===== src/rtl/io_uart_tx_bridge_if.sv =====
// IO-pin bundle between the microcontroller ports and the UART TX bridge.
// port0Val carries the firmware's send toggle, overflow clear and data byte;
// port1Val returns the status word; txd is the serial line.
interface io_uart_tx_bridge_if;
  logic [15:0] port0Val;
  logic [15:0] port1Val;
  logic        txd;

  modport master (
    output port0Val,
    input  port1Val,
    input  txd
  );

  modport slave (
    input  port0Val,
    output port1Val,
    output txd
  );
endinterface


===== src/rtl/io_uart_tx_bridge.sv =====
// UART transmit bridge: takes bytes from port 0 with a toggle handshake,
// queues them in a small FIFO and sends them as 8N1 frames on txd.
// Firmware polls busy/full/overflow/count/ack through port 1.
module io_uart_tx_bridge #(
  parameter int CLKS_PER_BIT = 16,
  parameter int FIFO_DEPTH   = 4
) (
  input logic                clk,
  input logic                reset,
  io_uart_tx_bridge_if.slave bus
);

  localparam int          PTR_W      = $clog2(FIFO_DEPTH);
  localparam logic [15:0] DIV_LAST   = 16'(CLKS_PER_BIT - 1);
  localparam logic [2:0]  COUNT_FULL = 3'(FIFO_DEPTH);

  typedef enum logic [1:0] {
    IDLE  = 2'd0,
    START = 2'd1,
    DATA  = 2'd2,
    STOP  = 2'd3
  } txStateT;

  // Handshake and FIFO state
  logic             lastTog;
  logic [7:0]       fifoMem [FIFO_DEPTH];
  logic [PTR_W-1:0] rdPtr;
  logic [PTR_W-1:0] wrPtr;
  logic [2:0]       count;
  logic             overflow;

  // Serialiser state
  txStateT     state;
  txStateT     stateNext;
  logic [15:0] divCnt;
  logic [15:0] divNext;
  logic [2:0]  bitIdx;
  logic [2:0]  bitIdxNext;
  logic [7:0]  shiftReg;
  logic [7:0]  shiftNext;
  logic        txdReg;
  logic        txdNext;
  logic [15:0] port1Reg;

  logic pushReq;
  logic popReq;
  logic pushAcc;
  logic pushRej;
  logic divDone;
  logic busy;
  logic full;

  // Bits [13:8] of the port-0 word carry nothing for this block.
  logic [5:0] unusedPort0Bits;
  assign unusedPort0Bits = bus.port0Val[13:8];

  // A push is any change of the toggle bit; it may land on the same edge the
  // serialiser pops, which frees the slot it needs even when the FIFO is full.
  assign pushReq = bus.port0Val[15] != lastTog;
  assign popReq  = (state == IDLE) && (count != 3'd0);
  assign pushAcc = pushReq && ((count < COUNT_FULL) || popReq);
  assign pushRej = pushReq && !pushAcc;
  assign divDone = divCnt == DIV_LAST;
  assign busy    = (state != IDLE) || (count != 3'd0);
  assign full    = count == COUNT_FULL;

  assign bus.port1Val = port1Reg;
  assign bus.txd      = txdReg;

  // Next-state logic for the frame serialiser, plus the txd level for that state.
  always_comb begin
    // NOTE: every output of this block gets a default first, so no path leaves it
    // unassigned and no latch is inferred.
    stateNext  = state;
    divNext    = divCnt;
    bitIdxNext = bitIdx;
    shiftNext  = shiftReg;
    txdNext    = 1'b1;
    case (state)
      IDLE: begin
        if (popReq) begin
          stateNext = START;
          divNext   = '0;
          shiftNext = fifoMem[rdPtr];
        end
      end
      START: begin
        if (divDone) begin
          stateNext  = DATA;
          bitIdxNext = '0;
          divNext    = '0;
        end else begin
          divNext = divCnt + 16'd1;
        end
      end
      DATA: begin
        if (divDone) begin
          divNext = '0;
          if (bitIdx == 3'd7) begin
            stateNext = STOP;
          end else begin
            bitIdxNext = bitIdx + 3'd1;
          end
        end else begin
          divNext = divCnt + 16'd1;
        end
      end
      STOP: begin
        if (divDone) begin
          stateNext = IDLE;
          divNext   = '0;
        end else begin
          divNext = divCnt + 16'd1;
        end
      end
      default: stateNext = IDLE;
    endcase
    // txd is registered from the state being entered so the line is glitch-free.
    case (stateNext)
      START:   txdNext = 1'b0;
      DATA:    txdNext = shiftNext[bitIdxNext];
      default: txdNext = 1'b1;
    endcase
  end

  // Control registers: handshake, FIFO pointers/count, overflow, serialiser, status.
  always_ff @(posedge clk) begin
    // NOTE: clocked state uses non-blocking assignments so every register samples
    // the pre-edge values, independent of statement order.
    if (!reset) begin
      lastTog  <= 1'b0;
      rdPtr    <= '0;
      wrPtr    <= '0;
      count    <= '0;
      overflow <= 1'b0;
      state    <= IDLE;
      divCnt   <= '0;
      bitIdx   <= '0;
      shiftReg <= '0;
      txdReg   <= 1'b1;
      port1Reg <= '0;
    end else begin
      if (pushReq) lastTog <= bus.port0Val[15];
      if (pushAcc) wrPtr <= wrPtr + 1'b1;
      if (popReq)  rdPtr <= rdPtr + 1'b1;
      case ({pushAcc, popReq})
        2'b10:   count <= count + 3'd1;
        2'b01:   count <= count - 3'd1;
        default: count <= count;
      endcase
      // A rejected push in the same cycle as a clear leaves the flag set.
      if (pushRej) begin
        overflow <= 1'b1;
      end else if (bus.port0Val[14]) begin
        overflow <= 1'b0;
      end
      state    <= stateNext;
      divCnt   <= divNext;
      bitIdx   <= bitIdxNext;
      shiftReg <= shiftNext;
      txdReg   <= txdNext;
      port1Reg <= {lastTog, 9'b0, count, overflow, full, busy};
    end
  end

  // Byte storage; only the write pointer and count decide which entries are live.
  always_ff @(posedge clk) begin
    // NOTE: the storage array has no reset; stale entries are never read because
    // the count gates every pop.
    if (reset && pushAcc) fifoMem[wrPtr] <= bus.port0Val[7:0];
  end

endmodule


===== src/flat_wrapper.sv =====
// flat-port wrapper written by rule: the top's interface ports become plain ports
module io_uart_tx_bridge_flat 
#(
  parameter int CLKS_PER_BIT = 16,
  parameter int FIFO_DEPTH   = 4
)
  (clk, reset, bus_port0Val, bus_port1Val, bus_txd);
  io_uart_tx_bridge_if bus_i ();
  input logic clk;
  input logic reset;
  input wire logic [$bits(bus_i.port0Val)-1:0] bus_port0Val;
  output wire logic [$bits(bus_i.port1Val)-1:0] bus_port1Val;
  output wire logic [$bits(bus_i.txd)-1:0] bus_txd;
  assign bus_i.port0Val = bus_port0Val;
  assign bus_port1Val = bus_i.port1Val;
  assign bus_txd = bus_i.txd;
  io_uart_tx_bridge #(.CLKS_PER_BIT(CLKS_PER_BIT), .FIFO_DEPTH(FIFO_DEPTH)) u_core (.clk(clk), .reset(reset), .bus(bus_i));
endmodule

===== config.mk =====
export PLATFORM = sky130hd
export DESIGN_NAME = io_uart_tx_bridge_flat
export DESIGN_NICKNAME = d
export VERILOG_FILES = /design/src/rtl/io_uart_tx_bridge_if.sv /design/src/rtl/io_uart_tx_bridge.sv /design/src/flat_wrapper.sv
export SDC_FILE = /design/constraint.sdc
export NUM_CORES = 1
export LEC_CHECK = 0
export CAP_MARGIN = 10
export CORE_MARGIN = 1
export CORE_UTILIZATION = 55
export CTS_CLUSTER_DIAMETER = 150
export DETAILED_ROUTE_END_ITERATION = 6
export HOLD_SLACK_MARGIN = 0.12
export PLACE_DENSITY = 0.77
export SYNTH_ARGS = -nofsm -noshare
export SYNTH_HDL_FRONTEND = slang
export SYNTH_SLANG_ARGS = --single-unit

===== constraint.sdc =====
create_clock -name clk -period 4.9 [get_ports clk]
set_input_delay 0.98 -clock clk [delete_from_list [all_inputs] [get_ports clk]]
set_output_delay 0.98 -clock clk [all_outputs]
set_load 0.03 [all_outputs]

* Word level (Yosys, flattened, before mapping)
Memories as Yosys holds them, arrays and structs flattened. A register that Yosys moved wholly into a read port is not among the register bits.
Cells that the tools add are included.
** Operators by class
- Magnitude comparators :: 2
- Equal/unequal tests :: 12
- Multiplexer cells :: 25
- Reduce and logical (&&, ||, !) cells :: 13
- $add $sub $neg :: 6
** Operator list (number)
- two-way mux 16 bit :: 2
- case mux 16 bit (2 select lines) :: 1
- adder 16 x 1 -> 16 bit, second input constant :: 1
- == test 16 x 4 -> 1 bit, second input constant :: 1
- two-way mux 8 bit :: 2
- two-way mux 2 bit :: 7
- case mux 3 bit (2 select lines) :: 2
- two-way mux 3 bit :: 3
- == test 2 bit, second input constant :: 4
- case mux 2 bit (4 select lines) :: 1
- adder 3 x 1 -> 3 bit, second input constant :: 2
- == test 2 x 1 -> 1 bit, second input constant :: 3
- == test 3 bit, second input constant :: 2
- nonzero test 2 bit :: 3
- two-way mux 1 bit :: 5
- adder 2 x 1 -> 2 bit, second input constant :: 2
- logical AND 1 bit :: 4
- < comparator 3 x 4 -> 1 bit, second input constant :: 1
- binary-select mux 1 bit (select 3 bit) :: 1
- < comparator 3 bit, second input constant :: 1
- nonzero test 3 bit :: 1
- OR reduction 3 bit :: 1
- subtractor 3 x 1 -> 3 bit, second input constant :: 1
- logical NOT 2 bit :: 1
- other kinds (5) :: 6
** Storage, ports and cells
- RAM bits :: 32
- Word-level logic and storage cells :: 71
- Flip-flop bits (word level) :: 55
- Memories kept :: 1
** Memories
- u_core.fifoMem :: words 4, bits a word 8, read ports 1, clocked after Yosys merged registers in 1, write ports 1, RTL line io_uart_tx_bridge.sv:26 : logic [7:0] fifoMem [FIFO_DEPTH];

* Depth between registers and ports, before layout
Gate-level depths: netlist of the first run.
- Word-level depth :: 7
- Depth in mapped cells :: 11

* Least setup slack after synthesis of the first run
OpenSTA, ideal clock, no wires.
- Path type :: register to register
- Start point :: register u_core.state[1]
- End point :: register u_core.count[2]
- Path buffers :: 1
- Library setup time :: 0.070 ns
- Data arrival time :: 2.698 ns
- Cell stages (with the launch flop) :: 12
- Setup slack :: 2.132 ns
- Period minus slack after synthesis :: 2.768 ns
- Data required time :: 4.830 ns
- Cell sequence :: dfxtp_1 -> inv_1 -> ha_1 -> inv_1 -> nor2_1 -> clkbuf_1 -> ha_1 -> inv_1 -> fa_1 -> xor2_1 -> or3_1 -> a21oi_1
** Between the ends
- Word-level cells in the longest chain between the ends :: 6
- Elaborated cells between the ends (all ways) :: 8
- Classes of those cells :: 2 x eq/ne; 1 x mux; 5 x reduce/logical
** RTL lines
- start, declared :: RTL line io_uart_tx_bridge.sv:33 : txStateT state;
- start signal, assigned :: RTL line io_uart_tx_bridge.sv:157 : state <= stateNext;
- logical NOT 2 bit * :: RTL line io_uart_tx_bridge.sv:60 : assign popReq = (state == IDLE) && (count != 3'd0);
- logical AND 1 bit * :: RTL line io_uart_tx_bridge.sv:60
- net u_core.popReq :: RTL line io_uart_tx_bridge.sv:46 : logic popReq;
- logical OR 1 bit :: RTL line io_uart_tx_bridge.sv:61 : assign pushAcc = pushReq && ((count < COUNT_FULL) || popReq);
- logical AND 1 bit :: RTL line io_uart_tx_bridge.sv:61
- == test 2 x 1 -> 1 bit or == test 2 bit (tied branches) :: RTL line io_uart_tx_bridge.sv:146 : case ({pushAcc, popReq})
- case mux 3 bit (2 select lines) or nonzero test 2 bit (tied branches)
- end signal, assigned :: RTL line io_uart_tx_bridge.sv:147 : 2'b10: count <= count + 3'd1;
- end signal, assigned :: RTL line io_uart_tx_bridge.sv:148 : 2'b01: count <= count - 3'd1;
- end signal, assigned :: RTL line io_uart_tx_bridge.sv:149 : default: count <= count;
- end, declared :: RTL line io_uart_tx_bridge.sv:29 : logic [2:0] count;
The timed path passes the listed nets; every way through them passes the cells marked *.
A chain may end at the register's enable or synchronous reset.

* Final worst setup path of the first run
- Start point :: register u_core.divCnt[6]
- End point :: register u_core.txdReg (netlist: u_core.bus.txd)
** Between the ends
- Word-level cells in the longest chain between the ends :: 6
- Elaborated cells between the ends (all ways) :: 13
- Classes of those cells :: 3 x eq/ne; 10 x mux
** RTL lines
- start, declared :: RTL line io_uart_tx_bridge.sv:35 : logic [15:0] divCnt;
- start signal, assigned :: RTL line io_uart_tx_bridge.sv:158 : divCnt <= divNext;
- == test 16 x 4 -> 1 bit * :: RTL line io_uart_tx_bridge.sv:63 : assign divDone = divCnt == DIV_LAST;
- two-way mux 3 bit, on equally long branches :: RTL line io_uart_tx_bridge.sv:97, io_uart_tx_bridge.sv:88
- case mux 3 bit (2 select lines) :: RTL line io_uart_tx_bridge.sv:79 : case (state)
- binary-select mux 1 bit (select 3 bit) :: RTL line io_uart_tx_bridge.sv:121 : DATA: txdNext = shiftNext[bitIdxNext];
- two-way mux 1 bit (not written as such) :: RTL line io_uart_tx_bridge.sv:121
- case mux 1 bit (2 select lines) * :: RTL line io_uart_tx_bridge.sv:119 : case (stateNext)
- end signal, assigned :: RTL line io_uart_tx_bridge.sv:161 : txdReg <= txdNext;
- end, declared :: RTL line io_uart_tx_bridge.sv:41 : logic txdReg;
Every way passes the cells marked *; elsewhere a longest branch is shown, timed or not. The select of a mux whose other input is x is not followed.

==> results.py, run 1 <==
metrics = {
    "run_status": {
        "status": "finished, final reports clean",
    },
    "layout": {
        "nets": 368,
        "fin_util_pct": 64.7,
        "layout-drive-gt1-share_pct": 10.5,
        "register_area_um2": 1920,
        "fillCellCount": 453,
        "n_antenna_cell": 0,
        "fin_cells": 417,
        "syn2layout_area_growth_pct": 10.8,
        "multi_input_comb_area_um2": 1480,
    },
    "floorplanning": {
        "start_util_pct": 58.4,
        "fp-row-count": 28,
        "die_area_um2": 6760,
        "die_w_um": 82.2,
        "ios": 35,
        "die_y_um": 82.2,
        "core_area_um2": 6060,
    },
    "logic_synthesis": {
        "synthTopCellsByCount": "dfxtp_1 (48), nor2_1 (43), edfxtp_1 (32)",
        "synth_area_per_cell_um2": 11.1,
        "synthesis.area_um2": 3540,
        "ys_async_sr_fraction_pct": 0,
        "ys_ff_latch": 80,
        "netlist_instances": 318,
        "yosys.cell_count.top_type": "dfxtp_1",
        "synthMuxAreaShare_pct": 8.84,
        "ys.warnings.count": 0,
        "synth_fa_ha_area_share_pct": 4.81,
        "synthXorXnorAreaFrac_pct": 1.49,
        "synth-simple-area-share_pct": 15.2,
        "yosysSeqAreaShare_pct": 54.3,
        "ys.flop_type": "dfxtp_1",
        "synth_compound_area_share_pct": 10.5,
        "yosys.area.top_type": "dfxtp_1",
        "ys_types": 46,
        "synth_top_family_by_area": "simple AND/OR/NAND/NOR gates",
        "synth_edf_count": 32,
        "synth.area.top_cells": "dfxtp_1 (27%), edfxtp_1 (27%), mux4_2 (5.1%), nor2_1 (4.6%), ha_1 (4.2%)",
        "synth_top_area_share_pct": 27.2,
    },
    "power": {
        "leakage_nw": 1.42,
        "max-vdd-ir-drop_uv": 271,
        "finalPower_mw": 1.82,
        "p_per_area_nw_per_um2": 463,
    },
    "placed_design": {
        "dp_hpwl_um": 4120,
        "dp.cells": 401,
        "portBuffers": 19,
        "routabilityCongestion": 0.767,
    },
    "clock_tree": {
        "cts_root_buf": "clkbuf_8",
        "cts.sink_count": 80,
        "h-tree-depth": 3,
        "cts.path.max_buffers": 2,
        "postCtsSetupBuffers": 0,
        "cts.clk_slew.worst_paths_ps": 90,
        "cts_tree": "built",
        "numCtsBuffers": 9,
        "cts_resized": 0,
        "hold_buffers": 0,
        "clock_latency_ps": 350,
    },
    "sta": {
        "max-slew-margin-rel_pct": 53.7,
        "fmax_mhz": 339,
        "setup_violations": 0,
        "slew_viol_final": 0,
        "fin_crit_ps": 2950,
        "hold_viol": 0,
        "fin_tns_setup_ps": 0,
        "finalCritPeriodShare_pct": 60.1,
        "worst_slew_pin_slew_ps": 688,
        "finClkSkew_ps": 7.78,
        "rsz0062_at_grt": "no",
    },
    "detailed_routing": {
        "drc_errors": 0,
        "drt-total-wl_um": 5960,
        "drt-pass1-iter-count": 4,
        "vias": 2327,
        "drt_iter0_markers": 115,
        "postRouteAntennaNets": 0,
        "avgRoutedWirePerCell_um": 14.3,
        "via_per_inst": 5.58,
    },
    "setup_path": {
        "cp-start-kind": "flop",
        "cp-end-kind": "flop",
        "cp.required_ps": 5150,
        "path_max_fanout": 7,
        "critPathKind": "reg -> reg",
        "crit_arrival_ps": 3200,
    },
    "grt": {
        "grt.overflow.total": 0,
        "grt_max_degree": 38,
        "antenna_found_initial": 0,
        "grtUsageTotal_pct": 20.2,
        "grt_pass1_wl_um": 9970,
        "grt_pass1_vias": 2190,
    },
    "flow_run": {
        "cap_violations": 0,
    },
    "min_path": {
        "worstHoldPathType": "reg -> reg",
    },
}
[worst max-delay path, cell delays in order, from the launching register on]
cell and delay, ps:
dfxtp_1 360, or4_4 570, or4_4 610, o211ai_2 370, mux2_2 380, or3_1 300, a41oi_1 250
[flip-flops by register name, indices dropped and copies added (netlist names), named ones only]
| register | cells |
|---|---|
| u_core.bus.txd | 1 |
| u_core.rdPtr | 2 |
| u_core.state | 2 |
| u_core.shiftReg | 8 |
| u_core.bitIdx | 3 |
| u_core.fifoMem | 32 |
| u_core.divCnt | 16 |
| u_core.bus.port1Val | 7 |
| u_core.overflow | 1 |
| u_core.lastTog | 1 |
| u_core.count | 3 |
| u_core.wrPtr | 2 |
[kinds of logic (layout without fill, tap and decap cells)]
group                      count (synthesis)  in the layout
buffers and inverters                     33             49
AOI/OAI and AO/OA                         56             56
muxes                                     21             21
DFF                                       80             80
other                                      1              9
xor gates and xnor gates                   6              6
adders and majority gates                 13             13
and+or+nand+nor                          108            108
[path summary, 6_finish.rpt]
path	start	slack, ps	to	depth (start not counted)
max	u_core.divCnt[6]	1950	u_core.bus.txd	6
min	u_core.overflow	440	u_core.bus.port1Val[2]	2
max reg2reg	u_core.divCnt[6]	1950	u_core.bus.txd	6
min reg2reg	u_core.overflow	440	u_core.bus.port1Val[2]	2
[power breakdown]
| part | internal, mW | switching, mW |
|---|---|---|
| clock network | 0.187 | 0.249 |
| logic | 0.234 | 0.311 |
| registers | 0.778 | 0.0576 |
[cells in the final DEF (no fill, tap or decap), types with 2 or more instances in the layout]
cell              n
and2_1            7
edfxtp_1         32
mux2i_1          11
nor3b_1           5
clkinvlp_4        2
a41oi_1           4
and3_1            5
dfxtp_1          48
a311oi_1          3
a211oi_1          2
or3_1             4
nor2_1           43
xnor2_1           3
a21o_1            3
nor4_1            6
clkinv_4          2
a21oi_1          14
or4_4             3
or2_2             2
a31oi_1           2
mux2_2            2
clkdlybuf4s50_1  19
clkbuf_8          9
xor2_1            3
conb_1            9
inv_6             2
ha_1             12
o41ai_1           2
nand3_1           6
inv_1            12
mux4_2            8
o21ai_0          15
nand2_1          18
nor3_1            7
a22oi_1           3
[metrics by stage]
stage               area (um2)  hold WS, ps  setup WS [ps]
floorplan                 3570          405           2130
global placement          3740          422           1700
detailed placement        3740          429           1660
CTS                       3920          441           1950
global route              3920          470           1830
finish                    3920          436           1950
[per-layer routing]
layer  up-vias  track usage [%]  share of wire, %
li1       1179                -                 -
met1      1089             24.0                46
met2        48             34.4                49
met3        11             5.05               2.9
met4         0             9.30               2.0
met5         -                0                 0
[area by class of cell]
| class | instances | area share (%) |
|---|---|---|
| clock buffers | 9 | 3.16 |
| clock inverters | 7 | 1.37 |
| inverters | 13 | 1.24 |
| multi-input cells | 213 | 37.8 |
| flip-flops and latches | 80 | 49.0 |
| well taps | 75 | 2.39 |
| repair buffers | 20 | 5.04 |
No activity file was read; power rests on OpenSTA's default activity.
==> run 2, diff against run 1 <==
==> constraint.sdc (replaced) <==
create_clock -name clk -period 2.79 [get_ports clk]
set_input_delay 0.558 -clock clk [delete_from_list [all_inputs] [get_ports clk]]
set_output_delay 0.558 -clock clk [all_outputs]
set_load 0.03 [all_outputs]
==> run 2 against run 1 <==
Compared with the run above: flip-flop and latch count unchanged; sequential share of layout area decreased by 1.8 points; design area increased by 3.8%; critical path type unchanged; highest routed layer unchanged.
==> results.py, run 2 (synthesis gave the netlist of run 1 again) <==
metrics = {
    "grt": {
        "grtUsageTotal_pct": 21.4,
        "grt.overflow.total": 0,
        "antenna_found_initial": 0,
        "grt_pass1_vias": 2377,
        "grt_pass1_wl_um": 10700,
        "grt_max_degree": 37,
    },
    "setup_path": {
        "critPathKind": "reg -> reg",
        "cp.required_ps": 3070,
        "worstReg2RegEnd": "u_core.bus.txd",
        "crit_arrival_ps": 3010,
        "startpoint": "u_core.divCnt[5]",
        "cp-start-kind": "flop",
        "ff2ff_path_depth": 6,
        "cp-end-kind": "flop",
        "reg2reg_from": "u_core.divCnt[5]",
        "path_cells": "or4_4, or4_4, a21o_1, a211o_1, or3_1, a41oi_1",
        "crit_end": "u_core.bus.txd",
        "cp_num_cells": 6,
        "critPathSlowestCell": "or4_4",
        "cp_num_buf_inv": 0,
        "rrSetupSlack_ps": 60,
        "cp_top_family": "simple AND/OR/NAND/NOR gates",
        "cpMostUsedCell": "or4_4",
        "path_max_fanout": 5,
        "slowest_delay_ps": 620,
    },
    "run_status": {
        "status": "finished, final reports clean",
    },
    "clock_tree": {
        "cts_resized": 0,
        "h-tree-depth": 3,
        "cts.sink_count": 80,
        "clock_latency_ps": 350,
        "postCtsSetupBuffers": 0,
        "hold_buffers": 0,
        "cts.clk_slew.worst_paths_ps": 80,
        "cts_root_buf": "clkbuf_8",
        "cts.path.max_buffers": 2,
        "numCtsBuffers": 9,
        "cts_tree": "built",
    },
    "power": {
        "power_switching_mw": 1.11,
        "max-vdd-ir-drop_uv": 598,
        "p_seq_share_pct": 43.5,
        "p_clk_share_pct": 27.6,
        "p_int_mw": 2.29,
        "pwr-share-comb_pct": 28.9,
        "p_per_area_nw_per_um2": 836,
        "leakage_nw": 1.49,
        "p_sw_share_pct": 32.5,
    },
    "detailed_routing": {
        "drc_errors": 0,
        "drt-total-wl_um": 6600,
        "drt-pass1-iter-count": 4,
        "vias": 2471,
        "postRouteAntennaNets": 0,
        "via_per_inst": 5.80,
        "drt_iter0_markers": 124,
        "avgRoutedWirePerCell_um": 15.5,
    },
    "sta": {
        "slew_viol_final": 0,
        "hold_viol": 0,
        "finalCritPeriodShare_pct": 97.8,
        "rsz0062_at_grt": "no",
        "worst_slew_pin_slew_ps": 544,
        "fin_tns_setup_ps": 0,
        "setup_violations": 0,
        "max-slew-margin-rel_pct": 63.6,
        "fin_crit_ps": 2730,
        "whs_ps": 434,
        "finClkSkew_ps": 7.84,
        "fmax_mhz": 367,
    },
    "layout": {
        "layout-drive-gt1-share_pct": 14.0,
        "nets": 377,
        "mostFrequentLayoutCell": "dfxtp_1",
        "final_cell_mix": "dfxtp_1 (48), nor2_1 (43), edfxtp_1 (32)",
        "syn2layout_area_growth_pct": 15.0,
        "largest_reg_flops": 32,
        "regMostFlops": "u_core.fifoMem",
        "reg_top3": "u_core.fifoMem x32, u_core.divCnt x16, u_core.shiftReg x8",
        "n_antenna_cell": 0,
    },
    "placed_design": {
        "routabilityCongestion": 0.784,
        "portBuffers": 19,
        "dp_hpwl_um": 4490,
    },
    "flow_run": {
        "cap_violations": 0,
    },
    "floorplanning": {
        "die_y_um": 82.2,
        "core_area_um2": 6060,
        "ios": 35,
        "fp-row-count": 28,
        "die_w_um": 82.2,
        "die_area_um2": 6760,
        "start_util_pct": 58.4,
    },
    "min_path": {
        "worstHoldPathType": "reg -> reg",
    },
}
## run 2: per-stage QoR
stage / area, um2 / std cells / setup slack, ps / utilization [%] / total power [mW]
4_1_cts: 4030 / 426 / 81.4 / 66.5 / 3.42
3_5_place_dp: 3810 / 410 / 24.2 / 62.9 / 2.48
6_report: 4070 / 426 / 61.6 / 67.1 / 3.40
2_1_floorplan: 3570 / 326 / 22.3 / - / 2.23
5_1_grt: 4070 / 426 / 11.2 / 67.1 / 3.57
3_3_place_gp: 3810 / 410 / 104 / 62.9 / 2.44
## run 2: how the worst min path moves through the flow
| stage | start | end | slack, ps | cells after the start |
|---|---|---|---|---|
| final | u_core.overflow | u_core.bus.port1Val[2] | 430 | 2 |
| after global routing | u_core.overflow | u_core.bus.port1Val[2] | 480 | 2 |
| after CTS | u_core.overflow | u_core.bus.port1Val[2] | 440 | 2 |
| after detailed placement | u_core.overflow | u_core.bus.port1Val[2] | 420 | 2 |
| after global placement | u_core.overflow | u_core.bus.port1Val[2] | 420 | 2 |
| after floorplan | u_core.overflow | u_core.bus.port1Val[2] | 410 | 2 |
## run 2: worst register-to-register path, cell delays in order (launching register included)
cell and delay, ps:
dfxtp_1 350, or4_4 580, or4_4 620, a21o_1 260, a211o_1 350, or3_1 360, a41oi_1 140
## run 2: area by class of cell
class	count	area [um2]
Fill cell	460	1990
Sequential cell	80	1920
Multi-Input combinational cell	213	1520
Timing Repair Buffer	29	265
Clock buffer	9	124
Clock inverter	7	93.8
Tap cell	75	93.8
Inverter	13	48.8
## run 2: power by group through the flow
stage / Combinational [mW] / Clock [mW] / Sequential [mW]
floorplan: 0.734 / 0 / 1.49
global placement: 0.946 / 0 / 1.49
detailed placement: 0.971 / 0 / 1.51
CTS: 0.982 / 0.955 / 1.48
global route: 1.08 / 0.991 / 1.50
finish: 0.984 / 0.940 / 1.48
## run 2: layer usage
| layer | track usage [%] | up-vias | share of wire [%] |
|---|---|---|---|
| met4 | 9.65 | 0 | 1.7 |
| met2 | 36.9 | 44 | 52 |
| met5 | 0 | - | 0 |
| li1 | - | 1193 | - |
| met3 | 5.38 | 10 | 3.0 |
| met1 | 24.9 | 1224 | 44 |
